## config.mk

```make
export PLATFORM = sky130hd
export DESIGN_NAME = slot_controller
export DESIGN_NICKNAME = d
export VERILOG_FILES = /design/src/rtl/slot_controller.sv
export SDC_FILE = /design/constraint.sdc
export NUM_CORES = 1
export LEC_CHECK = 0
export ABC_CLOCK_PERIOD_IN_PS = 3500
export CAP_MARGIN = 20
export CORE_AREA = 2 2 61 63
export DETAILED_ROUTE_END_ITERATION = 10
export DIE_AREA = 0 0 63 65
export MAX_ROUTING_LAYER = met4
export PLACE_DENSITY = 0.94
export SLEW_MARGIN = 15
export SYNTH_ARGS = -nofsm -noshare
export SYNTH_HDL_FRONTEND = slang
export SYNTH_SLANG_ARGS = --single-unit
```

## constraint.sdc

```tcl
create_clock -name clk -period 3.5 [get_ports clk]
set_clock_uncertainty 0.05 [all_clocks]
set_input_delay 0.7 -clock clk [delete_from_list [all_inputs] [get_ports clk]]
set_output_delay 0.7 -clock clk [all_outputs]
set_load 0.01 [all_outputs]
```

## src/rtl/slot_controller.sv

```systemverilog
`default_nettype none
// ============================================================================
// Module   : slot_controller
// Purpose  : Sequencer for a three-reel slot game. Spins all reels on a start
//            press, stops them one at a time with a fixed tick stagger, scores
//            the frozen reel values and keeps a saturating credit balance.
// Ports    : clk          - system clock
//            rst          - asynchronous active-low reset
//            tick         - one-clk slow tick enable, drives all tick counters
//            start_btn    - debounced start level, acted on at rising edge
//            stop_btn     - debounced stop level, acted on at rising edge
//            reel0..reel2 - current 4-bit reel values
//            reel_step    - per-reel step enable (run flag AND live tick)
//            credits      - current credit balance
//            win_triple   - last spin was three-of-a-kind
//            win_pair     - last spin had exactly two matching reels
//            busy         - high in every state except IDLE
//            state        - current state code
// Revision : 1.0 - initial release
// ============================================================================
module slot_controller #(
  parameter int STAGGER_TICKS  = 4,
  parameter int MAX_SPIN_TICKS = 64,
  parameter int HOLD_TICKS     = 8,
  parameter int CREDIT_W       = 8,
  parameter int START_CREDITS  = 10,
  parameter int PAYOUT_TRIPLE  = 10,
  parameter int PAYOUT_PAIR    = 2
) (
  input  logic                clk,
  input  logic                rst,
  input  logic                tick,
  input  logic                start_btn,
  input  logic                stop_btn,
  input  logic [3:0]          reel0,
  input  logic [3:0]          reel1,
  input  logic [3:0]          reel2,
  output logic [2:0]          reel_step,
  output logic [CREDIT_W-1:0] credits,
  output logic                win_triple,
  output logic                win_pair,
  output logic                busy,
  output logic [2:0]          state
);

  // One shared tick counter, sized for the longest phase.
  localparam int c_MAX_A   = (STAGGER_TICKS > MAX_SPIN_TICKS) ? STAGGER_TICKS : MAX_SPIN_TICKS;
  localparam int c_CNT_MAX = (c_MAX_A > HOLD_TICKS) ? c_MAX_A : HOLD_TICKS;
  localparam int c_CNT_W   = $clog2(c_CNT_MAX + 1);

  localparam logic [c_CNT_W-1:0]  c_SPIN_LAST  = c_CNT_W'(MAX_SPIN_TICKS - 1);
  localparam logic [c_CNT_W-1:0]  c_STAG_LAST  = c_CNT_W'(STAGGER_TICKS - 1);
  localparam logic [c_CNT_W-1:0]  c_HOLD_LAST  = c_CNT_W'(HOLD_TICKS - 1);
  localparam logic [c_CNT_W-1:0]  c_CNT_ONE    = c_CNT_W'(1);
  localparam logic [CREDIT_W-1:0] c_START      = CREDIT_W'(START_CREDITS);
  localparam logic [CREDIT_W:0]   c_PAY_TRIPLE = (CREDIT_W + 1)'(PAYOUT_TRIPLE);
  localparam logic [CREDIT_W:0]   c_PAY_PAIR   = (CREDIT_W + 1)'(PAYOUT_PAIR);
  localparam logic [CREDIT_W:0]   c_CREDIT_SAT = {1'b0, {CREDIT_W{1'b1}}};

  typedef enum logic [2:0] {
    IDLE  = 3'd0,
    SPIN  = 3'd1,
    STOP1 = 3'd2,
    STOP2 = 3'd3,
    EVAL  = 3'd4,
    SHOW  = 3'd5
  } state_t;

  state_t              r_state;
  logic [2:0]          r_run;
  logic [c_CNT_W-1:0]  r_cnt;
  logic [CREDIT_W-1:0] r_credits;
  logic                r_win_triple;
  logic                r_win_pair;
  logic                r_start_q;
  logic                r_stop_q;

  state_t              w_state_nxt;
  logic [2:0]          w_run_nxt;
  logic [c_CNT_W-1:0]  w_cnt_nxt;
  logic [CREDIT_W-1:0] w_credits_nxt;
  logic                w_win_triple_nxt;
  logic                w_win_pair_nxt;
  logic                w_start_edge;
  logic                w_stop_edge;
  logic [CREDIT_W:0]   w_sum;

  // State and datapath registers
  always_ff @(posedge clk or negedge rst) begin
    if (!rst) begin
      r_state      <= IDLE;
      r_run        <= 3'b000;
      r_cnt        <= '0;
      r_credits    <= c_START;
      r_win_triple <= 1'b0;
      r_win_pair   <= 1'b0;
      r_start_q    <= 1'b0;
      r_stop_q     <= 1'b0;
    end else begin
      r_state      <= w_state_nxt;
      r_run        <= w_run_nxt;
      r_cnt        <= w_cnt_nxt;
      r_credits    <= w_credits_nxt;
      r_win_triple <= w_win_triple_nxt;
      r_win_pair   <= w_win_pair_nxt;
      r_start_q    <= start_btn;
      r_stop_q     <= stop_btn;
    end
  end

  // Next-state and datapath logic
  always_comb begin
    w_state_nxt      = r_state;
    w_run_nxt        = r_run;
    w_cnt_nxt        = r_cnt;
    w_credits_nxt    = r_credits;
    w_win_triple_nxt = r_win_triple;
    w_win_pair_nxt   = r_win_pair;
    w_start_edge     = start_btn & ~r_start_q;
    w_stop_edge      = stop_btn & ~r_stop_q;
    w_sum            = {1'b0, r_credits};

    case (r_state)
      IDLE: begin
        if (w_start_edge && (r_credits != '0)) begin
          w_state_nxt      = SPIN;
          w_credits_nxt    = r_credits - 1'b1;
          w_run_nxt        = 3'b111;
          w_cnt_nxt        = '0;
          w_win_triple_nxt = 1'b0;
          w_win_pair_nxt   = 1'b0;
        end
      end
      SPIN: begin
        // A stop press and the timeout on the same cycle collapse into one stop.
        if (w_stop_edge || (tick && (r_cnt == c_SPIN_LAST))) begin
          w_state_nxt  = STOP1;
          w_run_nxt[0] = 1'b0;
          w_cnt_nxt    = '0;
        end else if (tick) begin
          w_cnt_nxt = r_cnt + c_CNT_ONE;
        end
      end
      STOP1: begin
        if (tick && (r_cnt == c_STAG_LAST)) begin
          w_state_nxt  = STOP2;
          w_run_nxt[1] = 1'b0;
          w_cnt_nxt    = '0;
        end else if (tick) begin
          w_cnt_nxt = r_cnt + c_CNT_ONE;
        end
      end
      STOP2: begin
        if (tick && (r_cnt == c_STAG_LAST)) begin
          w_state_nxt  = EVAL;
          w_run_nxt[2] = 1'b0;
          w_cnt_nxt    = '0;
        end else if (tick) begin
          w_cnt_nxt = r_cnt + c_CNT_ONE;
        end
      end
      EVAL: begin
        // Reels have been frozen since the previous cycle.
        if ((reel0 == reel1) && (reel1 == reel2)) begin
          w_win_triple_nxt = 1'b1;
          w_sum            = {1'b0, r_credits} + c_PAY_TRIPLE;
        end else if ((reel0 == reel1) || (reel1 == reel2) || (reel0 == reel2)) begin
          w_win_pair_nxt = 1'b1;
          w_sum          = {1'b0, r_credits} + c_PAY_PAIR;
        end
        // Extra carry bit lets the overflow be detected and clamped.
        w_credits_nxt = (w_sum > c_CREDIT_SAT) ? {CREDIT_W{1'b1}} : w_sum[CREDIT_W-1:0];
        w_state_nxt   = SHOW;
        w_cnt_nxt     = '0;
      end
      SHOW: begin
        if (tick && (r_cnt == c_HOLD_LAST)) begin
          w_state_nxt = IDLE;
          w_cnt_nxt   = '0;
        end else if (tick) begin
          w_cnt_nxt = r_cnt + c_CNT_ONE;
        end
      end
      default: begin
        w_state_nxt = IDLE;
        w_run_nxt   = 3'b000;
        w_cnt_nxt   = '0;
      end
    endcase
  end

  assign reel_step  = r_run & {3{tick}};
  assign credits    = r_credits;
  assign win_triple = r_win_triple;
  assign win_pair   = r_win_pair;
  assign busy       = (r_state != IDLE);
  assign state      = r_state;

endmodule
`default_nettype wire

```

Yosys cells after proc, flatten, opt, wreduce, memory -nomap -nowiden
Cells that the tools add are included.
Storage, ports and cells
  register bits: 25
  bits in latches: 0
  memory bits (writable): 0
  ROM bits: 0
  input bits: 17
  memories: 0
Operators by class
  $add $sub $neg: 4
  multiply operators: 0
  divide/modulo/power cells: 0
  $lt $le $gt $ge: 1
  equality and inequality tests: 19
  shift-type cells: 0
  muxes and demuxes: 30
  bitwise gates (word level): 8
  reduce and logical (&&, ||, !) cells: 23
Operators by type and width (number)
  7-bit 2-to-1 mux: 5
  7-bit case mux with 4 select lines: 1
  9-bit 2-to-1 mux: 3
  3-bit 2-to-1 mux: 6
  3-bit case mux with 6 select lines: 1
  8-bit 2-to-1 mux: 2
  2-bit inequality test, second input constant: 8
  8-bit case mux with 2 select lines: 1
  4-bit == test: 3
  3-bit AND reduction: 4
  4-bit OR reduction: 3
  8-bit by 2-bit adder with 9-bit output, second input constant: 1
  8-bit by 4-bit adder with 9-bit output, second input constant: 1
  9-bit by 8-bit > comparator with 1-bit output, second input constant: 1
  1-bit case mux with 3 select lines: 3
  8-bit nonzero test: 1
  8-bit by 1-bit subtractor with 8-bit output, second input constant: 1
  7-bit by 1-bit adder with 7-bit output, second input constant: 1
  7-bit by 2-bit == test with 1-bit output, second input constant: 1
  7-bit by 3-bit == test with 1-bit output, second input constant: 1
  7-bit by 6-bit == test with 1-bit output, second input constant: 1
  3-bit by 2-bit == test with 1-bit output, second input constant: 2
  3-bit == test, second input constant: 2
  1-bit 2-to-1 mux: 6
  other kinds (14): 26

Depth between registers and ports, before layout
  depth after elaboration: 9
  depth in mapped cells: 8
  depth with buffers taken out: 7

Worst setup path after synthesis
OpenSTA, ideal clock, no wires.
  path type: input port to flip-flop
  start point: in reel0[1]
  end point: reg r_credits[4] (netlist: credits[4])
  arrival time: 2121 ps
  setup slack: 1248 ps
  cell stages on the path: 6
  buffers on the path: 0
  cells stage by stage: xor2_1 nor4_1 o311ai_0 xor2_1 a32o_1 a31oi_1
Between the ends
  longest elaborated chain between the ends: 9
Ends and longest elaborated chain
  start, declared: RTL line 35  | input logic [3:0] reel0,
  4-bit == test: RTL line 164, 167
  1-bit logical OR (2 in series): RTL line 167  | end else if ((reel0 == reel1) || (reel1 == reel2) || (reel0 == reel2)) begin
  9-bit 2-to-1 mux: RTL line 167
  9-bit 2-to-1 mux *: RTL line 164  | if ((reel0 == reel1) && (reel1 == reel2)) begin
  9-bit 2-to-1 mux *: RTL line 123  | case (r_state)
  9-bit by 8-bit > comparator with 1-bit output: RTL line 172  | w_credits_nxt = (w_sum > c_CREDIT_SAT) ? {CREDIT_W{1'b1}} : w_sum[CREDIT_W-1:0];
  8-bit 2-to-1 mux *: RTL line 172
  8-bit case mux with 2 select lines *: RTL line 123
  end signal, assigned: RTL line 94  | r_credits <= c_START;
  end signal, assigned: RTL line 103  | r_credits <= w_credits_nxt;
  end, declared: RTL line 72  | logic [CREDIT_W-1:0] r_credits;
Every way passes the cells marked *; elsewhere a longest branch is shown, timed or not. The select of a mux whose other input is x is not followed.
A chain may end at the register's enable or synchronous reset.

Final worst setup path
  start point: in tick
  end point: out reel_step[1]
Between the ends
  longest elaborated chain between the ends: 1
Ends and longest elaborated chain
  start, declared: RTL line 32  | input logic tick,
  3-bit AND: RTL line 192  | assign reel_step = r_run & {3{tick}};
  end, declared: RTL line 38  | output logic [2:0] reel_step,
No other way between the ends.

==> results.json <==
{
  "status": "completed",
  "grt-ovfl-total": 0,
  "grt_pass1_wl_microns": 7507,
  "hold_path_class": "reg2reg",
  "end_kind": "output port",
  "antenna_found_initial": 0,
  "nets": 270,
  "critPathKind": "in2out",
  "clk_path_buf_depth": 2,
  "cts_resized": 0,
  "ys_seq_elements": 25,
  "total_leakage_power_nw": 0.9077,
  "p_sw_mw": 0.6056,
  "netlist.area_leader.share_pct": 31.23,
  "cap_violations": 0,
  "yosysWarnings": 0,
  "ioPinCount": 34,
  "fmax_mhz": 360.7,
  "cts_tree": "built",
  "syn_avg_cell_area_sq_um": 8.612,
  "synthesis.nets": 237,
  "hold_ws_ns": 0.4757,
  "ir_worst_vdd_uv": 381.9,
  "dieArea_sq_um": 4095,
  "yosysTopAreaCell": "dfrtp_1",
  "p_total_mw": 1.343,
  "slew_headroom_pct": 58.98,
  "drt_pre_antenna_iters": 4,
  "crit_path_start_kind": "primary input",
  "intPower_mw": 0.7372,
  "final.setup.tns_ns": 0,
  "rows": 22,
  "seq_power_share_pct": 37.7,
  "fill_cells": 311,
  "setup_viol": 0,
  "n_antenna_cell": 0,
  "min_from": "win_triple",
  "initial_core_util_pct": 52.72,
  "die_h_microns": 65,
  "finalHoldViolCount": 0,
  "numPortBuffers": 33,
  "rsz0062_at_grt": "no",
  "drt_iter0_drc": 161,
  "final.period_utilization_pct": 79.20,
  "period_needed_ns": 2.772,
  "p_sw_share_pct": 45.10,
  "setup_slack_ns": 0.7278,
  "dp_hpwl_microns": 3361,
  "die_w_microns": 63,
  "synthTopCellsByCount": "23 x dfrtp_1, 23 x nand2_1, 21 x nor2_1",
  "ys.flop_type": "dfrtp_1",
  "viasPerCell": 5.895,
  "drv_slew": 0,
  "syn_to_final_growth_pct": 21.59,
  "gp_congestion": 0.9581,
  "synth_edf_count": 0,
  "grt_max_degree": 26,
  "first_global_vias": 1681,
  "synthCells": 214,
  "ys_types": 53,
  "p_per_area_nw_per_um2": 599.3,
  "ys_top_cells_by_area": "dfrtp_1 31%, xor2_1 6.2%, nand2_1 4.7%, nor2_1 4.3%, ha_1 4.1%",
  "synthesis.area_sq_um": 1843,
  "max_slew.worst_pin.slew_ns": 0.6097,
  "grt_use_total_pct": 23.51,
  "rr_startpoint": "credits[4]",
  "drc": 0,
  "cts-root-buf": "clkbuf_4",
  "ys_seq_area_share_pct": 34.08,
  "p_clk_share_pct": 10.2,
  "cts_buffers": 3,
  "p_comb_share_pct": 52.0,
  "drt_wl_total_microns": 4350,
  "clk_pin_slew_ns": 0.13,
  "drt.antenna.violating_nets": 0,
  "crit_fanout": 9,
  "async_flop_share_pct": 100.0,
  "cts_setup_buffers": 0,
  "clock_latency_ns": 0.33,
  "final_cell_area_sq_um": 2241,
  "core_sq_um": 3496,
  "wl_per_cell_microns": 14.80,
  "placed_cell_area_sq_um": 2211,
  "startpoint": "tick",
  "vias": 1733,
  "worstPathArrival_ns": 2.02,
  "drive_gt1_share_pct": 7.317,
  "cts_hold_buf": 0,
  "htreeDepth": 1,
  "place_ws_ns": 0.4841,
  "cts.sinks": 25,
  "crit_required_ns": 2.75
}
## logic make-up after synthesis
family / share of synthesized area (%)
AND/OR/NAND/NOR: 23.15
AO/OA/AOI/OAI: 24.37
flip-flops: 34.08
buffers and inverters: 4.480
XOR/XNOR: 7.129
adder cells (fa/ha/maj): 5.159
multiplexers: 1.629
## cells in the final DEF, fill, tap and decap left out, types with 3 or more instances in the layout
cell type and n:
nor2b_1 3, a31oi_1 3, a21oi_1 10, inv_1 7, a22oi_1 3, xor2_1 13
buf_4 4, o21ai_0 13, nor3_1 8, clkdlybuf4s50_1 33, clkbuf_4 3, nor4_1 4
o311ai_0 3, nand4_1 4, a21o_1 6, a32o_1 3, nor2_1 21, ha_1 6
mux2i_1 3, a211oi_1 3, nand3_1 3, and2_1 7, dfrtp_1 23, nand2_1 23
## metrics by stage
| step | utilization (%) | cells |
|---|---|---|
| floorplan | - | 214 |
| global placement | 63.24 | 290 |
| detailed placement | 63.24 | 290 |
| CTS | 64.10 | 294 |
| global route | 64.10 | 294 |
| finish | 64.10 | 294 |
## path summary, 6_finish.rpt
path	to	slack [ns]	depth (start not counted)
worst min-delay path	win_triple	0.48	2
max in group asynchronous	credits[3]	2.42	2
min in group asynchronous	state[0]	0.66	2
worst max-delay path	reel_step[1]	0.73	3
worst min register to register	win_triple	0.48	2
worst max register to register	state[2]	1.18	6
## state kept, by name (all words and copies together) (netlist names)
| signal | cells |
|---|---|
| credits | 8 |
| r_cnt | 7 |
| r_run | 3 |
| r_start_q | 1 |
| r_stop_q | 1 |
| state | 3 |
| win_pair | 1 |
| win_triple | 1 |
## per-layer routing
layer  global-route usage, %  wire length (microns)  vias to the layer above
met5                       -                      0                        -
met2                   39.63                   2180                       66
met1                   28.56                   1859                      809
met4                   8.333                     99                        0
met3                   3.993                    211                       14
li1                        -                      -                      844
## power groups by stage
stage | registers, mW | clock network, mW | logic [mW]
floorplan | 0.467 | 0 | 0.488
global placement | 0.505 | 0 | 0.661
detailed placement | 0.508 | 0 | 0.691
CTS | 0.504 | 0.140 | 0.694
global route | 0.524 | 0.153 | 0.772
finish | 0.507 | 0.137 | 0.699
## area by class of cell
cell class	instances	area [sq um]	area share [%]
clock buffers	3	22.52	1.005
clock inverters	1	7.507	0.3350
inverters	8	30.03	1.340
multi-input cells	172	1132	50.53
flip-flops and latches	25	628.1	28.03
well taps	48	60.06	2.680
repair buffers	37	360.3	16.08
## worst max-delay path: stages
cell and delay (ns):
clkdlybuf4s50_1 0.61, and2_1 0.17, clkdlybuf4s50_1 0.53
(Power assumes the default switching activity.)
